File: src/rtl/alu_seq_pkg.sv
// Shared types for the ALU issue/writeback sequencer: opcodes, FSM states,
// and the shift-amount width.
package alu_seq_pkg;

  localparam int SHAMT_W = 5;

  typedef enum logic [3:0] {
    OP_ADD   = 4'd0,
    OP_SUB   = 4'd1,
    OP_AND   = 4'd2,
    OP_OR    = 4'd3,
    OP_XOR   = 4'd4,
    OP_NOR   = 4'd5,
    OP_SLT   = 4'd6,
    OP_SLTU  = 4'd7,
    OP_SLL   = 4'd8,
    OP_SRL   = 4'd9,
    OP_SRA   = 4'd10,
    OP_PASSA = 4'd11
  } alu_op_e;

  typedef enum logic [1:0] {
    S_IDLE,
    S_READ,
    S_EXEC,
    S_WB
  } seq_state_e;

endpackage

File: src/rtl/alu_core_32bit.sv
// Purely combinational 32-bit ALU. Opcodes 12-15 yield zero and raise illegal.
module alu_core_32bit
  import alu_seq_pkg::*;
(
  input  logic [31:0] a,
  input  logic [31:0] b,
  input  logic [3:0]  op,
  output logic [31:0] y,
  output logic        zero,
  output logic        carry,
  output logic        overflow,
  output logic        illegal
);

  logic [32:0]        sum;
  logic [32:0]        diff;
  logic [SHAMT_W-1:0] shamt;

  // Bit 32 of diff is the borrow, i.e. a < b as unsigned values.
  assign sum   = {1'b0, a} + {1'b0, b};
  assign diff  = {1'b0, a} - {1'b0, b};
  assign shamt = b[SHAMT_W-1:0];

  // NOTE: every output of a combinational block gets a default first so
  // no path through the case leaves it unassigned (which would infer a latch).
  always_comb begin
    y        = '0;
    carry    = 1'b0;
    overflow = 1'b0;
    illegal  = 1'b0;
    case (alu_op_e'(op))
      OP_ADD: begin
        y        = sum[31:0];
        carry    = sum[32];
        overflow = (a[31] == b[31]) && (sum[31] != a[31]);
      end
      OP_SUB: begin
        y        = diff[31:0];
        carry    = diff[32];
        overflow = (a[31] != b[31]) && (diff[31] != a[31]);
      end
      OP_AND:   y = a & b;
      OP_OR:    y = a | b;
      OP_XOR:   y = a ^ b;
      OP_NOR:   y = ~(a | b);
      OP_SLT:   y = {31'd0, $signed(a) < $signed(b)};
      OP_SLTU:  y = {31'd0, a < b};
      OP_SLL:   y = a << shamt;
      OP_SRL:   y = a >> shamt;
      OP_SRA:   y = $signed(a) >>> shamt;
      OP_PASSA: y = a;
      default:  illegal = 1'b1;
    endcase
  end

  assign zero = (y == '0);

endmodule

File: src/rtl/alu_op_sequencer_32bit.sv
// Issue/writeback sequencer driving the register file: IDLE -> READ -> EXEC -> WB,
// with a new instruction accepted in WB for one instruction every three cycles.
module alu_op_sequencer_32bit
  import alu_seq_pkg::*;
#(
  parameter int RWIDTH = 6,
  parameter int DWIDTH = 32
) (
  input  logic              clk,
  input  logic              rst,
  input  logic              instr_valid,
  output logic              instr_ready,
  input  logic [3:0]        op,
  input  logic [RWIDTH-1:0] rs1,
  input  logic [RWIDTH-1:0] rs2,
  input  logic [RWIDTH-1:0] rd,
  output logic [RWIDTH-1:0] ra1,
  output logic [RWIDTH-1:0] ra2,
  output logic [RWIDTH-1:0] wa,
  output logic [DWIDTH-1:0] wd,
  output logic              we,
  input  logic [DWIDTH-1:0] rd1,
  input  logic [DWIDTH-1:0] rd2,
  output logic [DWIDTH-1:0] result,
  output logic              result_valid,
  output logic              zero,
  output logic              carry,
  output logic              overflow,
  output logic              illegal
);

  seq_state_e        state, state_next;
  logic              handshake;
  logic [3:0]        op_q;
  logic [RWIDTH-1:0] rs1_q, rs2_q, rd_q;
  logic [DWIDTH-1:0] alu_y;
  logic              alu_zero, alu_carry, alu_overflow, alu_illegal;

  // Ready is gated by rst so nothing can be accepted while reset is held.
  assign instr_ready = !rst && (state == S_IDLE || state == S_WB);
  assign handshake   = instr_valid && instr_ready;

  // NOTE: sequential state uses non-blocking assignments so every register
  // samples pre-edge values regardless of process ordering.
  always_ff @(posedge clk or posedge rst) begin
    if (rst) state <= S_IDLE;
    else     state <= state_next;
  end

  always_comb begin
    state_next = state;
    case (state)
      S_IDLE:  if (handshake) state_next = S_READ;
      S_READ:  state_next = S_EXEC;
      S_EXEC:  state_next = S_WB;
      S_WB:    state_next = handshake ? S_READ : S_IDLE;
      default: state_next = S_IDLE;
    endcase
  end

  always_ff @(posedge clk or posedge rst) begin
    if (rst) begin
      op_q  <= '0;
      rs1_q <= '0;
      rs2_q <= '0;
      rd_q  <= '0;
    end else if (handshake) begin
      op_q  <= op;
      rs1_q <= rs1;
      rs2_q <= rs2;
      rd_q  <= rd;
    end
  end

  alu_core_32bit u_alu (
    .a        (rd1),
    .b        (rd2),
    .op       (op_q),
    .y        (alu_y),
    .zero     (alu_zero),
    .carry    (alu_carry),
    .overflow (alu_overflow),
    .illegal  (alu_illegal)
  );

  // Result and flags hold until the next EXEC so they remain observable.
  always_ff @(posedge clk or posedge rst) begin
    if (rst) begin
      result   <= '0;
      zero     <= 1'b0;
      carry    <= 1'b0;
      overflow <= 1'b0;
      illegal  <= 1'b0;
    end else if (state == S_EXEC) begin
      result   <= alu_y;
      zero     <= alu_zero;
      carry    <= alu_carry;
      overflow <= alu_overflow;
      illegal  <= alu_illegal;
    end
  end

  // we decodes straight from state, so an asynchronous reset drops it at once.
  assign ra1          = rs1_q;
  assign ra2          = rs2_q;
  assign wa           = rd_q;
  assign wd           = result;
  assign we           = (state == S_WB);
  assign result_valid = (state == S_WB);

endmodule

File: config.mk
export PLATFORM = sky130hd
export DESIGN_NAME = alu_op_sequencer_32bit
export DESIGN_NICKNAME = d
export VERILOG_FILES = /design/src/rtl/alu_seq_pkg.sv /design/src/rtl/alu_core_32bit.sv /design/src/rtl/alu_op_sequencer_32bit.sv
export SDC_FILE = /design/constraint.sdc
export NUM_CORES = 1
export LEC_CHECK = 0
export CAP_MARGIN = 20
export CORE_MARGIN = 3
export CORE_UTILIZATION = 45
export CTS_BUF_LIST = sky130_fd_sc_hd__clkbuf_8
export DETAILED_ROUTE_END_ITERATION = 6
export HOLD_SLACK_MARGIN = 0.05
export PLACE_DENSITY = 0.71
export SLEW_MARGIN = 10
export SYNTH_ARGS = -nofsm -noshare
export SYNTH_HDL_FRONTEND = slang
export SYNTH_SLANG_ARGS = --single-unit
File: constraint.sdc
create_clock -name clk -period 3.7 [get_ports clk]
set_input_delay 0.74 -clock clk [delete_from_list [all_inputs] [get_ports clk]]
set_output_delay 0.74 -clock clk [all_outputs]
set_load 0.05 [all_outputs]
Yosys cells after proc, flatten, opt, wreduce, memory -nomap -nowiden
Cells that the tools add are included.
Word-level totals
  register bits: 60
  input port bits: 89
  word-level logic and storage cells: 57
Operators by class
  add/sub/neg operators: 2
  $lt $le $gt $ge: 2
  equal/unequal tests: 19
  shift-type cells: 3
  mux-type cells: 7
  bitwise operators: 4
  reductions and logical operators: 10
Operators by type and width (count)
  case mux 32 bit (12 select lines): 1
  less-than comparator 32 bit: 2
  adder 32 x 32 -> 33 bit: 1
  subtractor 32 x 32 -> 33 bit: 1
  bitwise AND 32 bit: 1
  logical NOT 32 bit: 1
  NOT 32 bit: 1
  bitwise OR 32 bit: 1
  << shifter 32 x 5 -> 32 bit: 1
  right shift 32 x 5 -> 32 bit: 1
  >>> shifter 32 x 5 -> 32 bit: 1
  XOR 32 bit: 1
  == test 4 x 3 -> 1 bit (second input constant): 4
  == test 4 bit (second input constant): 4
  OR reduction 12 bit: 1
  == test 4 x 2 -> 1 bit (second input constant): 2
  case mux 2 bit (4 select lines): 1
  == test 2 bit (second input constant): 2
  == test 4 x 1 -> 1 bit (second input constant): 1
  logical AND 1 bit: 4
  logical NOT 4 bit: 1
  case mux 1 bit (2 select lines): 2
  inequality test 1 bit: 3
  == test 2 x 1 -> 1 bit (second input constant): 1
  7 further kinds: 8

Depth between registers and ports, before layout
Gate-level depths: netlist of the first run.
  depth in word-level cells: 6
  gate-level depth with buffers: 17
  gate-level depth less buffers: 14

Modules after synthesis
From an unflattened synthesis of the first run, not the netlist that was laid out.
Unflattened totals
  cell total of the unflattened synthesis: 1659
  area total of the unflattened synthesis: 12622.1 µm²
Modules (own cells, without submodules)
  alu_core_32bit: times used 1, cells an instance 1485, area each 10045.9 µm², sequential area each 0.0 µm²
  alu_op_sequencer_32bit: times used 1, cells an instance 174, area each 2576.2 µm², sequential area each 1501.4 µm²

Worst setup path before layout of the first run
OpenSTA, ideal clock, no wires.
  path type: in2reg
  start: in rd2[2]
  end: reg zero
  arrival: 5.210 ns
  setup slack: -1.606 ns
  cell stages on the path: 17
  buffers on the path: 4
  cells stage by stage: clkbuf_1 > inv_1 > buf_1 > buf_2 > buf_1 > ha_1 > o21ba_2 > nor4_1 > o2111a_2 > o41ai_4 > a22oi_2 > o221ai_1 > a221oi_2 > nand4_1 > or4_1 > or4_1 > o32ai_2
On the way
  cells in the longest elaborated chain, start to end: 4
  elaborated cells between the ends (all ways): 13
  those cells by class: add/sub: 2; order compare: 2; shift: 3; mux: 1; bitwise: 4; reduce/logical: 1
RTL lines
  start, declared: RTL line alu_op_sequencer_32bit.sv:23  | input logic [DWIDTH-1:0] rd2,
  branches (longest 2 deep; another with subtractor 32 x 32 -> 33 bit)
  case mux 32 bit (12 select lines) *: RTL line alu_core_32bit.sv:31  | case (alu_op_e'(op))
  logical NOT 32 bit *: RTL line alu_core_32bit.sv:56  | assign zero = (y == '0);
  end signal, assigned: RTL line alu_op_sequencer_32bit.sv:96  | zero <= alu_zero;
  end, declared: RTL line alu_op_sequencer_32bit.sv:26  | output logic zero,
Every way passes the cells marked *.
A chain may end at the register's enable or synchronous reset.

Worst setup path after layout of the first run
  start: in rd1[0]
  end: reg zero
On the way
  cells in the longest elaborated chain, start to end: 4
  elaborated cells between the ends (all ways): 13
  those cells by class: add/sub: 2; order compare: 2; shift: 3; mux: 1; bitwise: 4; reduce/logical: 1
RTL lines
  start, declared: RTL line alu_op_sequencer_32bit.sv:22  | input logic [DWIDTH-1:0] rd1,
  branches (longest 2 deep; another with subtractor 32 x 32 -> 33 bit)
  case mux 32 bit (12 select lines) *: RTL line alu_core_32bit.sv:31
  logical NOT 32 bit *: RTL line alu_core_32bit.sv:56
Marks and branches as above.

==> flow_summary.yaml, run 1 <==
logic_synthesis:
  ys_warn_count: 0
  synth_area_leaders: "dfrtp_1, ha_1, mux2i_1"
  synth.distinct_cells: 87
  synth-edff-count: 0
  synth_area_um2: 12800
  synthCells: 1769
  ys_seq_elements: 60
  avgSynthCellArea_um2: 7.22
  synth_fp_nets: 1961
  synthFlopType: "dfrtp_1"
  yosysTopAreaCellShare_pct: 11.8
  yosysSeqAreaShare_pct: 11.8
  synth_top_area_cell: "dfrtp_1"
  async_flop_share_pct: 100
cells_and_area:
  area_growth_pct: 63.0
  mostFrequentLayoutCell: "buf_4"
  n_antenna_cell: 0
  fin_area_um2: 20800
  most-common-layout-cells: "buf_4, nor2_1, nand2_1, clkdlybuf4s50_1, a21oi_1"
  drive_gt1_share_pct: 40.5
  post-route-util_pct: 74.7
  fin_nets: 2665
  stdcell_count: 2856
  fillerInstances: 2084
pwr:
  power.density_nw_per_um2: 593
  swShare_pct: 55.5
  vdd_drop_max_mv: 0.324
  clockPowerShare_pct: 5.0
  switchingPower_mw: 6.85
  seqPwrFrac_pct: 10.7
  power.total_mw: 12.3
  cellLeakagePower_nw: 9.33
  power.internal_mw: 5.49
  pwr-share-comb_pct: 84.3
setup_path:
  regToRegEndpoint: "zero$_DFFE_PP0N_"
  r2r_slack_ns: -0.17
  critical_path.startpoint_type: "input pin"
  crit_end: "zero$_DFFE_PP0N_"
  cp_slowest_cell: "a2111oi_4"
  path_delay_family: "compound AO/OA/AOI/OAI gates"
  critPathRequiredTime_ns: 3.96
  startpoint: "rd1[0]"
  cpPeakStageDelay_ns: 0.43
  critPathMaxFanout: 4
  r2r_cells: 13
  critPathKind: "input pin to flip-flop"
  end_kind: "flip-flop"
  arrival_ns: 4.44
  rr_startpoint: "op_q[0]$_DFFE_PP0P_"
  critical_path.cell_chain: "buf_12 -> ha_4 -> inv_2 -> fa_2 -> and2b_1 -> o2111a_2 -> o21ai_4 -> a2111oi_4 -> o21ai_2 -> a221o_1 -> a221oi_2 -> nand4_1 -> or4_1 -> or4_4 -> o32ai_2"
  path_buf_inv: 2
  cp.depth: 15
clock_network:
  cts_buffers: 9
  root_buffer: "clkbuf_8"
  clkTransAtPathRegs_ns: 0.08
  cts_max_level: 3
  cts_sinks: 60
  tritoncts: "done"
  cts_max_path_buffers: 2
  worstSkewPairLatency_ns: 0.35
sta:
  fin_crit_ns: 4.18
  skew_ns: 0.0132
  rsz0062_at_grt: "true"
  fin_crit_sh_pct: 113
  max_freq_ghz: 0.239
  worstMarginPinSlew_ns: 1.21
  finalSetupViolations: 1
  drv_slew: 0
  worst_hold_slack_ns: 0.514
  setup_tns_ns: -0.477
  timing.final.ws_setup_ns: -0.477
  hold_violations: 0
  max_slew_margin_pct: 19.0
routing:
  routed_wirelength_um: 75700
  ant_nets: 0
  dr.first_iter.drc_count: 2608
  wl_per_cell_um: 26.5
  avgViaCountPerCell: 6.59
  vias: 18800
  drtPass1Iterations: 7
  drc: 3
floorplan:
  rows: 61
  chipWidth_um: 174
  io_pins: 178
  die-area_um2: 30400
  design.core.area_um2: 27900
  die_h_um: 174
  start_util_pct: 45.8
hold_path:
  min_path_type: "flip-flop to flip-flop"
status:
  violations: "design-rule violations, negative setup slack"
  status: "finished, violations left"
placed_design:
  place_area_um2: 19200
  dp_hpwl_um: 60400
  gp_congestion: 1.16
  dpl.cell_count: 2788
  port-buffer-count: 177
  pre_cts_ws_ns: -1.33
grt:
  grt_usage_pct: 46.6
  grt_pass1_vias: 17900
  grt-ovfl-total: 0
  grt_first_pass_wirelength_um: 109000
  antenna_found_initial: 2
  grt_max_degree: 44
run:
  cap_viol_max_count: 0
final cells by class:
| type | instances | area, µm² | area share (%) |
|---|---|---|---|
| clock buffers | 10 | 138 | 0.662 |
| clock inverters | 6 | 71.3 | 0.343 |
| inverters | 109 | 424 | 2.04 |
| multi-input cells | 1420 | 11000 | 53.0 |
| flip-flops and latches | 60 | 1500 | 7.23 |
| well taps | 378 | 473 | 2.27 |
| repair buffers | 873 | 7160 | 34.4 |
power groups by stage:
stage               registers, mW  logic, mW  clock network [mW]
floorplan                    2.18       4.25                   0
global placement             1.27       9.36                   0
finish                       1.32       10.4               0.612
CTS                          1.31       9.89               0.618
global route                 1.35       10.7               0.639
detailed placement           1.31       9.49                   0
cell usage after synthesis (all sizes together), types with 14 or more instances:
master / n
a21oi: 137
nand2b: 17
o31ai: 14
nor3: 42
a221oi: 32
dfrtp: 60
a31oi: 26
nor4: 20
inv: 108
clkbuf: 104
nand4: 24
a21o: 15
nor2: 170
a22oi: 52
nand2: 146
nor2b: 18
ha: 101
mux4: 20
mux2i: 70
nand3: 30
and2: 14
o211ai: 18
a211oi: 35
buf: 76
o22ai: 28
mux2: 55
o21ai: 113
per-layer routing:
metal | vias to the layer above | part of all wire (%) | GRT usage (%)
met1 | 8750 | 36 | 57.3
met4 | 2 | 11 | 37.6
met3 | 410 | 12 | 9.85
met5 | - | 0.022 | 0
met2 | 1607 | 41 | 70.2
li1 | 8049 | - | -
how the worst min path moves through the flow:
stage | from | end | slack (ns) | cells after the start
floorplan | state[0]$_DFFE_PP0P_ | state[0]$_DFFE_PP0P_ | 0.55 | 1
global placement | illegal$_DFFE_PP0N_ | illegal$_DFFE_PP0N_ | 0.48 | 2
detailed placement | ra2[5]$_DFFE_PP0P_ | ra2[5]$_DFFE_PP0P_ | 0.50 | 1
CTS | ra2[5]$_DFFE_PP0P_ | ra2[5]$_DFFE_PP0P_ | 0.52 | 1
global route | wa[5]$_DFFE_PP0P_ | wa[5]$_DFFE_PP0P_ | 0.54 | 1
finish | ra1[4]$_DFFE_PP0P_ | ra1[4]$_DFFE_PP0P_ | 0.51 | 1
worst register-to-register path, cell delays in order (launching register included):
cell       delay (ns)
dfrtp_2          0.68
buf_4            0.22
nor3b_1          0.06
nand3_1          0.33
o21ai_0          0.21
a211oi_1         0.30
o2111ai_1        0.23
a211oi_1         0.22
o211ai_1         0.18
nor4_2           0.27
buf_4            0.15
nand4_1          0.19
or4_4            0.54
o32ai_2          0.20
registers in the layout (all words and copies together), names as in the netlist:
signal and flops:
result 32, op_q 4, ra2 6, state 2, ra1 6, wa 6
carry 1, illegal 1, zero 1, overflow 1
cells by family (layout without fill, tap and decap cells):
group | after synthesis | in the layout | synth area share, %
and+or+nand+nor | 545 | 545 | 20.3
xor gates and xnor gates | 10 | 10 | 0.686
adders and majority gates | 103 | 103 | 10.2
muxes | 145 | 145 | 13.9
buffers and inverters | 289 | 998 | 9.74
AOI/OAI and AO/OA | 617 | 617 | 33.4
DFF | 60 | 60 | 11.8
repair_timing:
item	4_1_cts	5_1_grt
buffers inserted	30	28
hold buffers	0	0
resized for setup	152	170
endpoints found under the setup margin	20	15
pin swaps	34	47
No activity file was read; power rests on OpenSTA's default activity.
==> run 2, diff against run 1 <==
Settings changed: SETUP_SLACK_MARGIN set to 0.1.
==> run 2 against run 1 <==
Count of clock-buffer cells in the layout decreased by 1. Critical path depth unchanged. Clock skew decreased by 0.0069 ns. Global-route usage increased by 0.67 points. Final cell count increased by 0.98%. Clock power decreased by 3.6%. Via count increased by 1.1%. Largest power group unchanged. Die area unchanged. Power increased by 0.62%. Setup slack got worse by 0.16 ns. The flow still finishes with violations (design-rule violations, negative setup slack).
==> flow_summary.yaml, run 2 (synthesized netlist as in run 1, its figures left out) <==
status:
  status: "finished, violations left"
  violations: "design-rule violations, negative setup slack"
cells_and_area:
  mostFrequentLayoutCell: "buf_4"
  fin_nets: 2691
  fin_area_um2: 21100
  largest_reg_flops: 32
  largest-register: "result"
  area_growth_pct: 65.4
  drive_gt1_share_pct: 41.1
  most-common-layout-cells: "buf_4, nor2_1, nand2_1, clkdlybuf4s50_1, a21oi_1"
clock_network:
  cts_sinks: 60
  hold_buffers: 0
  root_buffer: "clkbuf_8"
  cts_max_level: 3
  cts_buffers: 9
  clkTransAtPathRegs_ns: 0.07
  tritoncts: "done"
  cts_max_path_buffers: 2
  worstSkewPairLatency_ns: 0.35
routing:
  ant_nets: 0
  avgViaCountPerCell: 6.60
  routed_wirelength_um: 76500
  drtPass1Iterations: 7
  dr.first_iter.drc_count: 2777
  drc: 4
  wl_per_cell_um: 26.5
  vias: 19000
hold_path:
  min_path_type: "flip-flop to flip-flop"
sta:
  timing.final.ws_setup_ns: -0.637
  max_slew_margin_pct: 20.6
  worstMarginPinSlew_ns: 1.18
  drv_slew: 0
  finalSetupViolations: 3
  max_freq_ghz: 0.231
  hold_violations: 0
  rsz0062_at_grt: "true"
  skew_ns: 0.00625
  fin_crit_sh_pct: 117
  fin_crit_ns: 4.34
grt:
  grt_max_degree: 46
  antenna_found_initial: 5
  grt_pass1_vias: 18100
  grt_first_pass_wirelength_um: 111000
  grt_usage_pct: 47.3
  grt-ovfl-total: 0
pwr:
  power.internal_mw: 5.53
  power.total_mw: 12.4
  vdd_drop_max_mv: 0.309
  pwr-share-comb_pct: 84.8
  switchingPower_mw: 6.89
  swShare_pct: 55.5
  clockPowerShare_pct: 4.8
  cellLeakagePower_nw: 9.40
  power.density_nw_per_um2: 588
  seqPwrFrac_pct: 10.5
setup_path:
  end_kind: "flip-flop"
  cpMostUsedCell: "buf_4"
  critPathMaxFanout: 13
  critical_path.startpoint_type: "input pin"
  path_delay_family: "simple AND/OR/NAND/NOR gates"
  critical_path.cell_chain: "buf_8 -> buf_6 -> buf_4 -> mux2i_1 -> a22oi_1 -> nand2_1 -> a221oi_1 -> o21ai_0 -> o211ai_1 -> or2_2 -> nor4_2 -> buf_4 -> nand4_1 -> or4_4 -> o32ai_2"
  critPathKind: "input pin to flip-flop"
  critPathRequiredTime_ns: 3.96
  cp_slowest_cell: "o21ai_0"
  arrival_ns: 4.60
  cpPeakStageDelay_ns: 0.48
  path_buf_inv: 4
floorplan:
  start_util_pct: 45.8
  design.core.area_um2: 27900
  die_h_um: 174
  chipWidth_um: 174
  io_pins: 178
  rows: 61
  die-area_um2: 30400
placed_design:
  place_area_um2: 19500
  dp_hpwl_um: 60500
  gp_congestion: 1.15
  port-buffer-count: 177
  pre_cts_ws_ns: -1.33
run:
  cap_viol_max_count: 0
==> run 2: cell count changes in the layout (fill, tap and decap cells not counted), sizes merged, moves of 3 or more <==
cell | previous run | this run
dlygate4sd2 | 8 | 15
buf | 700 | 731
clkbuf | 23 | 15
dlymetal6s2s | 20 | 6
clkinv | 2 | 5
clkdlybuf4s50 | 128 | 136
==> run 2: final timing paths <==
kind,startpoint,to,slack [ns],cells past startpoint
max reg2reg,op_q[1]$_DFFE_PP0P_,zero$_DFFE_PP0N_,-0.19,14
min in group asynchronous,rst,state[1]$_DFFE_PP0P_,0.89,2
min reg2reg,wa[4]$_DFFE_PP0P_,wa[4]$_DFFE_PP0P_,0.51,1
min,wa[4]$_DFFE_PP0P_,wa[4]$_DFFE_PP0P_,0.51,1
max,rd2[0],zero$_DFFE_PP0N_,-0.64,15
max in group asynchronous,rst,result[25]$_DFFE_PP0N_,2.12,3
==> run 2: through the flow <==
stage | utilization [%] | cells | hold slack (ns) | setup TNS [ns]
3_3_place_gp | 70.1 | 2827 | 0.473 | -13.90
6_report | 75.8 | 2884 | 0.510 | -0.826
3_5_place_dp | 70.1 | 2827 | 0.492 | -15.67
5_1_grt | 75.8 | 2883 | 0.535 | -1.25
2_1_floorplan | - | 1769 | 0.552 | -0.604
4_1_cts | 74.0 | 2873 | 0.507 | -0.747
==> run 2: layout make-up <==
| class | instances | area, µm² |
|---|---|---|
| Antenna cell | 2 | 5.00 |
| Clock inverter | 7 | 75.1 |
| Tap cell | 378 | 473 |
| Inverter | 109 | 422 |
| Fill cell | 2022 | 6740 |
| Sequential cell | 60 | 1500 |
| Timing Repair Buffer | 899 | 7410 |
| Multi-Input combinational cell | 1420 | 11100 |
| Clock buffer | 9 | 124 |
==> run 2: repair_timing <==
item                                    4_1_cts  5_1_grt
buffers inserted                             33       11
pin swaps                                    46       39
endpoints found under the setup margin       25       16
gates resized for setup                     204      130
==> run 2: routing by layer <==
| layer | wire, µm | global-route usage [%] | part of all wire (%) | up-vias |
|---|---|---|---|---|
| li1 | - | - | - | 8089 |
| met1 | 27300 | 58.0 | 36 | 8868 |
| met2 | 32900 | 73.1 | 43 | 1640 |
| met3 | 9560 | 11.2 | 12 | 426 |
| met4 | 6780 | 32.8 | 8.9 | 4 |
| met5 | 29 | 0 | 0.038 | - |
==> run 2: power groups by stage <==
| stage | clock network [mW] | logic [mW] | registers (mW) |
|---|---|---|---|
| floorplan | 0 | 4.25 | 2.18 |
| global placement | 0 | 9.41 | 1.26 |
| detailed placement | 0 | 9.57 | 1.30 |
| CTS | 0.595 | 9.94 | 1.29 |
| global route | 0.614 | 10.8 | 1.34 |
| finish | 0.590 | 10.5 | 1.30 |
